File: src/rtl/uart_rx_core.sv
// uart_rx_core: 16x oversampling UART receiver with ready/valid hold, parity/frame flags and overrun pulse
// Ports: sys_clk, rst_n (async, active-low); serial_data_in (async line, idle high); rx_ready (consumer accept);
//        rx_data/rx_valid/parity_err/frame_err held until handshake; overrun one-cycle drop pulse; busy (not IDLE).
// Build option: define UART_RX_MAJORITY_EN for 2-of-3 majority voting of samples at ticks 6/7/8.
module uart_rx_core #(
   parameter int DATA_BITS   = 8,
   parameter int PARITY_MODE = 0,
   parameter int CLK_DIV     = 27
) (
   input  logic                 sys_clk,
   input  logic                 rst_n,
   input  logic                 serial_data_in,
   input  logic                 rx_ready,
   output logic [DATA_BITS-1:0] rx_data,
   output logic                 rx_valid,
   output logic                 parity_err,
   output logic                 frame_err,
   output logic                 overrun,
   output logic                 busy
);
   localparam int DW = $clog2(CLK_DIV);
   localparam int BW = $clog2(DATA_BITS);
   typedef enum logic [2:0] {IDLE, START, DATA, PARITY, STOP} state_t;
   state_t state, state_nx;
   logic [1:0] sync_ff, warm;
   logic rx_s, rx_q, start_edge, tick, smp, bit_end, bit_val, done, load, pe_calc, par_bit;
   logic [DW-1:0] div_cnt;
   logic [3:0] tick_cnt;
   logic [BW-1:0] bit_cnt;
   logic [DATA_BITS-1:0] shreg;
   assign rx_s = sync_ff[1];
   // rx_q only reports a genuine high once the synchroniser holds real line data, so a line
   // that is already low when reset releases never looks like a start edge
   assign start_edge = state == IDLE && rx_q && !rx_s;
   assign tick = div_cnt == DW'(CLK_DIV - 1);
   assign bit_end = tick && tick_cnt == 4'd15;
   assign pe_calc = PARITY_MODE == 0 ? 1'b0 : (^shreg) ^ par_bit ^ (PARITY_MODE == 2);
`ifdef UART_RX_MAJORITY_EN
   logic s6, s7;
   assign smp = tick && tick_cnt == 4'd8;
   assign bit_val = (s6 & s7) | (s6 & rx_s) | (s7 & rx_s);
   always_ff @(posedge sys_clk or negedge rst_n)
      if (!rst_n) begin
         s6 <= 1'b1;
         s7 <= 1'b1;
      end else if (tick && tick_cnt == 4'd6) s6 <= rx_s;
      else if (tick && tick_cnt == 4'd7) s7 <= rx_s;
`else
   assign smp = tick && tick_cnt == 4'd7;
   assign bit_val = rx_s;
`endif
   always_ff @(posedge sys_clk or negedge rst_n)
      if (!rst_n) begin
         sync_ff <= 2'b11;
         warm <= 2'b00;
         rx_q <= 1'b0;
      end else begin
         sync_ff <= {sync_ff[0], serial_data_in};
         warm <= {warm[0], 1'b1};
         rx_q <= warm[1] & rx_s;
      end
   always_ff @(posedge sys_clk or negedge rst_n)
      if (!rst_n) begin
         div_cnt <= '0;
         tick_cnt <= '0;
      end else if (start_edge) begin
         div_cnt <= '0;
         tick_cnt <= '0;
      end else begin
         div_cnt <= tick ? '0 : div_cnt + 1'b1;
         if (tick && state != IDLE) tick_cnt <= tick_cnt + 1'b1;
      end
   always_ff @(posedge sys_clk or negedge rst_n)
      if (!rst_n) begin
         bit_cnt <= '0;
         shreg <= '0;
         par_bit <= 1'b0;
      end else begin
         if (state == START) bit_cnt <= '0;
         else if (state == DATA && bit_end) bit_cnt <= bit_cnt + 1'b1;
         if (state == DATA && smp) shreg <= {bit_val, shreg[DATA_BITS-1:1]};
         if (state == PARITY && smp) par_bit <= bit_val;
      end
   always_ff @(posedge sys_clk or negedge rst_n)
      if (!rst_n) state <= IDLE;
      else state <= state_nx;
   always_comb begin
      state_nx = state;
      case (state)
         IDLE:    if (start_edge) state_nx = START;
         START:   if (smp && bit_val) state_nx = IDLE;
                  else if (bit_end) state_nx = DATA;
         DATA:    if (bit_end && bit_cnt == BW'(DATA_BITS - 1)) state_nx = PARITY_MODE == 0 ? STOP : PARITY;
         PARITY:  if (bit_end) state_nx = STOP;
         STOP:    if (smp) state_nx = IDLE;
         default: state_nx = IDLE;
      endcase
   end
   // stop bit is judged at its midpoint so the next start edge can be caught without a gap
   always_comb begin
      busy = state != IDLE;
      done = state == STOP && smp;
      load = done && (!rx_valid || rx_ready);
   end
   always_ff @(posedge sys_clk or negedge rst_n)
      if (!rst_n) begin
         rx_data <= '0;
         rx_valid <= 1'b0;
         parity_err <= 1'b0;
         frame_err <= 1'b0;
         overrun <= 1'b0;
      end else begin
         overrun <= done && rx_valid && !rx_ready;
         if (load) begin
            rx_data <= shreg;
            parity_err <= pe_calc;
            frame_err <= !bit_val;
            rx_valid <= 1'b1;
         end else if (rx_ready) rx_valid <= 1'b0;
      end
endmodule

File: config.mk
export PLATFORM = sky130hd
export DESIGN_NAME = uart_rx_core
export DESIGN_NICKNAME = d
export VERILOG_FILES = /design/src/rtl/uart_rx_core.sv
export SDC_FILE = /design/constraint.sdc
export NUM_CORES = 1
export LEC_CHECK = 0
export ABC_AREA = 1
export ABC_CLOCK_PERIOD_IN_PS = 2400
export CORE_ASPECT_RATIO = 0.75
export CORE_UTILIZATION = 40
export DETAILED_ROUTE_END_ITERATION = 10
export PLACE_DENSITY = 0.57
export SYNTH_ARGS = -nofsm -noshare
export SYNTH_HDL_FRONTEND = slang
export SYNTH_SLANG_ARGS = --single-unit
File: constraint.sdc
create_clock -name sys_clk -period 2.4 [get_ports sys_clk]
set_clock_uncertainty 0.15 [all_clocks]
set_input_delay 0.48 -clock sys_clk [delete_from_list [all_inputs] [get_ports sys_clk]]
set_output_delay 0.48 -clock sys_clk [all_outputs]
set_load 0.02 [all_outputs]
==> out/results.txt, run 1 <==
Setup Buffers After CTS: 0
final net count: 217
DR DRC count: 0
total power: 0.00166 W
IO buf count: 15
post-placement cell count: 256
crit-path max FO: 5
Die Y: 59.8 µm
yosys warns: 0
Worst R2R Path Depth: 9
count leader, synth: nand2_1
CP endpoint kind: output port
cells resized by post-CTS repair: 0
global-route usage over all layers: 0.139
number of top-level pins: 17
Hold Buf Count CTS: 0
cell taking the most area after synthesis: dfrtp_1
GP Congestion: 0.773
multi-input logic area: 677 µm²
Worst R2R Setup Slack: 0.48 ns
final cell count without fillers: 264
register area: 978 µm²
Max-Cap Viols: 0
Synth Register Bits: 39
Final Slew Violations: 0
Worst-path clk slew: 0.07 ns
startpoint types: flip-flop
count of final hold-check violations: 0
top post-synthesis cells by area: dfrtp_1 52%, nand2_1 10%, o21ai_2 5.4%
Slew HR: 0.441
worst r2r src: div_cnt[0]
core box area: 4150 µm²
total CTS buffers: 5
DR vias: 1242
Worst Hold Class: in -> async
Final Cycle Share: 0.913
Root Driver: clkbuf_8
DP HPWL: 2120 µm
Clock Path Buffers: 2
Arr. time, crit path: 1.56 ns
router iterations before antenna repair: 4
Filler Cells Inserted: 400
Async S/R FF share, synth: 1.00
Min Hold Slack: 0.148 ns
Static Leak: 1.03 nW
drt initial violations: 91
top cells by count, synth: 49 x nand2_1, 37 x dfrtp_1, 23 x inv_1
Ant. Diodes: 0
Post-synth EDFFs: 0
layout cells sized above 1: 0.158
Mapped Area: 1780 µm²
clock sinks: 39
Crit path required time: 1.77 ns
Final min period: 2.19 ns
pwr dens: 810 nW/µm²
largest net degree at the start of global routing: 40
final setup vio count: 0
syn_area_per_cell: 9.41 µm²
DRT antenna net count: 0
outcome: completed
Max Freq: 456 MHz
Starting Density: 0.428
Clk Latency, worst-skew pair: 0.28 ns
Slew @ Worst Pin: 0.838 ns
post-synthesis cell type count: 25
final wirelength: 2860 µm
Std-Cell Rows: 20
syn_nets: 198
VDD IR max: 0.444 mV
synthesis-to-layout area growth: 15.5%
FF-to-FF End: state[1]
first-pass GRT wire length: 4910 µm
ys flop type: dfrtp_1
type of the worst setup path: reg -> out
register area share after synthesis: 0.550
RSZ-0062 raised after global routing: no
DIE AREA: 4720 µm²
vias in the first global route: 1118
GRT overflow: 0
Post-Syn Instances: 189
antenna violations before repair: 0
CTS tree: done
Synth top area share: 0.520
H-tree level count: 2
setup TNS: 0 ns
Wirelength per Cell: 10.8 µm
vias per cell: 4.70
Die X: 79.0 µm
layout make-up:
cell class,count,area share
inverter,25,0.0457
multi-input combinational,122,0.329
timing repair buffer,15,0.0706
clock buffer,7,0.0420
sequential,39,0.476
clock inverter,1,0.00244
tap,55,0.0335
worst max-delay path, cell delays in order, from the launching register on:
cell             delay (ns)
dfrtp_1                0.39
inv_1                  0.07
nand3_1                0.18
clkdlybuf4s50_1        0.64
worst max-delay path by stage:
stage,from,end,slack [ns],cells after the start
after floorplan,state[1],tick_cnt[1],0.74,8
after CTS,state[1],busy,0.19,3
after global routing,state[1],busy,0.13,3
final,state[1],busy,0.21,3
after global placement,state[1],busy,0.52,3
after detailed placement,div_cnt[0],state[1],0.50,9
report_power, final:
group	internal [W]	total (W)	switching, W
registers	0.000740	0.000811	0.0000711
clock network	0.000232	0.000448	0.000216
logic	0.000152	0.000406	0.000254
total	0.00112	0.00166	0.000541
registers in the layout, summed over array words and instances, names as in the netlist, 2 cells and up:
signal	count
warm	2
state	3
shreg	8
rx_data	8
bit_cnt	3
tick_cnt	4
sync_ff	2
div_cnt	5
metal layers:
metal	track usage	part of all wire	wire [µm]	vias to the layer above
li1	-	-	-	626
met5	0	0	0	-
met3	0.0427	0.050	143	5
met2	0.214	0.43	1240	27
met1	0.182	0.50	1440	584
met4	0.0649	0.011	32	0
cells in the final DEF, fill, tap and decap left out:
cell             instances
nor3_1                   2
conb_1                   2
o21ai_0                  3
dfrtp_1                 37
a21oi_2                  2
nand2_1                 49
xnor2_1                  1
xor2_1                   4
clkbuf_8                 6
nor2_1                  18
nand3_4                  1
inv_2                    2
clkinv_2                 1
dfstp_2                  2
inv_1                   23
nand3_1                 10
o21ai_2                 11
ha_1                     5
a21oi_1                  2
nor3b_4                  1
buf_2                    1
nand3b_1                 3
nor2_2                   2
nand4_1                  2
nor3_2                   1
clkdlybuf4s50_1         14
clkbuf_1                 1
nand2_2                  3
stage by stage:
stage               area [µm²]   util  setup slack (ns)
floorplan                 1780      -             0.744
global placement          1960  0.473             0.525
detailed placement        1960  0.473             0.500
CTS                       2050  0.495             0.191
global route              2050  0.495             0.129
finish                    2050  0.495             0.208
cell families after synthesis:
family                     count (synthesis)  share of synthesized area
AOI/OAI and AO/OA                         18                     0.0781
xor gates and xnor gates                   5                     0.0246
buffers and inverters                     28                     0.0696
other                                      2                    0.00422
adders and majority gates                  5                     0.0352
and+or+nand+nor                           92                      0.238
DFF                                       39                      0.550
Note: power is estimated with default switching activity, not from simulation.
==> run 2: changes to the inputs <==
CORE_MARGIN = 4   (was default)
CORE_UTILIZATION = 35   (was 40)
PLACE_DENSITY = 0.51   (was 0.57)
==> run 2 against run 1 <==
Maximum frequency is 1.9% lower. Die area is 33% higher. Power is 1.4% lower. Wire length is 11% higher. First-iteration DRC count is 44% lower. Register-to-register slack worse by 0.05 ns. Critical path type unchanged. Largest cell class unchanged. Highest routed layer unchanged.
==> out/results.txt, run 2 (synthesis gave the netlist of run 1 again) <==
outcome: completed
Critical Path Max Stage Delay: 0.64 ns (about the same)
VDD IR max: 0.322 mV (-28%)
Slew HR: 0.440 (-0.000896)
drt initial violations: 51 (-44%)
Ant. Diodes: 0 (unchanged)
Final min period: 2.23 ns (+0.0423 ns)
Largest regs: rx_data: 8 flops, shreg: 8 flops, div_cnt: 5 flops
commonest non-fill, non-tap cell in the layout: nand2_1
Final Cycle Share: 0.931 (+0.0176)
Hold Buf Count CTS: 0 (unchanged)
DR DRC count: 0 (unchanged)
DP HPWL: 2290 µm (+8.3%)
cells resized by post-CTS repair: 0 (unchanged)
DR vias: 1238 (-0.32%)
Slew @ Worst Pin: 0.840 ns (+0.00134 ns)
GP Congestion: 0.822 (+6.4%)
Internal: 0.00110 W (-2.5%)
Max Freq: 448 MHz (-1.9%)
Worst path slowest cell: clkdlybuf4s50_1
startpoint types: flip-flop
critical path, cell by cell: inv_1 > nand3_1 > clkdlybuf4s50_1
synthesis-to-layout area growth: 15.3%
final cell count without fillers: 269 (+1.9%)
Worst Hold Class: in -> async
final net count: 217 (unchanged)
core box area: 4900 µm² (+18%)
router iterations before antenna repair: 5 (+1)
Gate power share: 0.250 (+0.006)
final wirelength: 3170 µm (+11%)
Static Leak: 1.02 nW (-0.58%)
vias per cell: 4.60 (-2.2%)
H-tree level count: 2 (unchanged)
Die X: 90.3 µm (+14%)
number of top-level pins: 17 (unchanged)
Worst-path clk slew: 0.07 ns (about the same)
RSZ-0062 raised after global routing: no
Worst R2R Setup Slack: 0.43 ns (-0.05 ns)
CP endpoint kind: output port
layout cells sized above 1: 0.153 (-0.00478)
Clock Path Buffers: 2 (unchanged)
total power: 0.00164 W (-1.4%)
Root Driver: clkbuf_8
crit-path max FO: 5 (unchanged)
post-placement cell count: 261 (+2.0%)
setup TNS: 0 ns (unchanged)
Sw Pwr: 0.000545 W (+0.76%)
Clk pwr share: 0.253 (-0.016)
type of the worst setup path: reg -> out
antenna violations before repair: 0 (unchanged)
Final Slew Violations: 0 (unchanged)
IO buf count: 15 (unchanged)
Std-Cell Rows: 22 (+10%)
Die Y: 69.7 µm (+17%)
DRT antenna net count: 0 (unchanged)
commonest non-fill, non-tap cells in the layout: 49 x nand2_1, 37 x dfrtp_1, 23 x inv_1
Clk Latency, worst-skew pair: 0.28 ns (about the same)
total CTS buffers: 5 (unchanged)
first-pass GRT wire length: 5510 µm (+12%)
Setup Buffers After CTS: 0 (unchanged)
pwr dens: 800 nW/µm² (-1.2%)
Arr. time, crit path: 1.60 ns (+0.04 ns)
largest net degree at the start of global routing: 40 (unchanged)
Wirelength per Cell: 11.8 µm (+8.7%)
vias in the first global route: 1195 (+6.9%)
Crit path required time: 1.77 ns (about the same)
count of final hold-check violations: 0 (unchanged)
Starting Density: 0.363 (-0.0652)
global-route usage over all layers: 0.108 (-0.0313)
DIE AREA: 6300 µm² (+33%)
Max-Cap Viols: 0 (unchanged)
GRT overflow: 0 (unchanged)
CTS tree: done
Seq pwr share: 0.497 (+0.010)
Final Core Density: 0.419 (-0.0760)
final setup vio count: 0 (unchanged)
clock sinks: 39 (unchanged)
sw frac: 0.332 (+0.00722)
run 2: cell counts in the layout (fill, tap and decap cells not counted):
No cell type changed its count.
run 2: layout make-up:
cell class / instances / area (µm²)
clock buffer: 7 / 76.3
clock inverter: 1 / 5.00
fill: 483 / 2850
inverter: 25 / 93.8
multi-input combinational: 122 / 677
sequential: 39 / 978
tap: 60 / 75.1
timing repair buffer: 15 / 145
run 2: routing by layer:
metal | wire length, µm | up-vias | GRT usage
met4 | 34 | 0 | 0.0407
met1 | 1510 | 574 | 0.137
li1 | - | 628 | -
met3 | 184 | 4 | 0.0358
met5 | 0 | - | 0
met2 | 1440 | 32 | 0.172
run 2: final timing paths:
kind	start	end	cells after the start
min in group sys_clk	warm[0]	warm[1]	0
setup reg to reg	div_cnt[0]	state[1]	9
hold / removal	rst_n	rx_data[7]	1
setup / recovery	state[1]	busy	3
max in group asynchronous	rst_n	tick_cnt[0]	1
hold reg to reg	warm[0]	warm[1]	0
run 2: power groups by stage:
stage               clock network [W]  logic [W]  registers [W]
finish                       0.000414   0.000411       0.000815
global route                 0.000459   0.000469       0.000824
detailed placement                  0   0.000413       0.000827
CTS                          0.000432   0.000414       0.000814
global placement                    0   0.000396       0.000818
floorplan                           0   0.000307       0.000808
run 2: worst max-delay path, delay by kind of cell (launching register included):
| family | cells | cell delay [ns] |
|---|---|---|
| simple gates | 1 | 0.19 |
| flops | 1 | 0.40 |
| buf+inv | 2 | 0.72 |
run 2: per-stage QoR:
| stage | setup WS, ns | hold WS (ns) | cell area (µm²) |
|---|---|---|---|
| after detailed placement | 0.470 | 0.191 | 1970 |
| after global placement | 0.519 | 0.194 | 1970 |
| after floorplan | 0.744 | 0.0344 | 1780 |
| final | 0.166 | 0.144 | 2050 |
| after global routing | 0.119 | 0.219 | 2050 |
| after CTS | 0.161 | 0.184 | 2050 |
==> run 3: changes to the inputs <==
SLEW_MARGIN = 20   (was default)
==> results of run 3 <==
Final layout, timing and power as in run 2 (identical DEF).
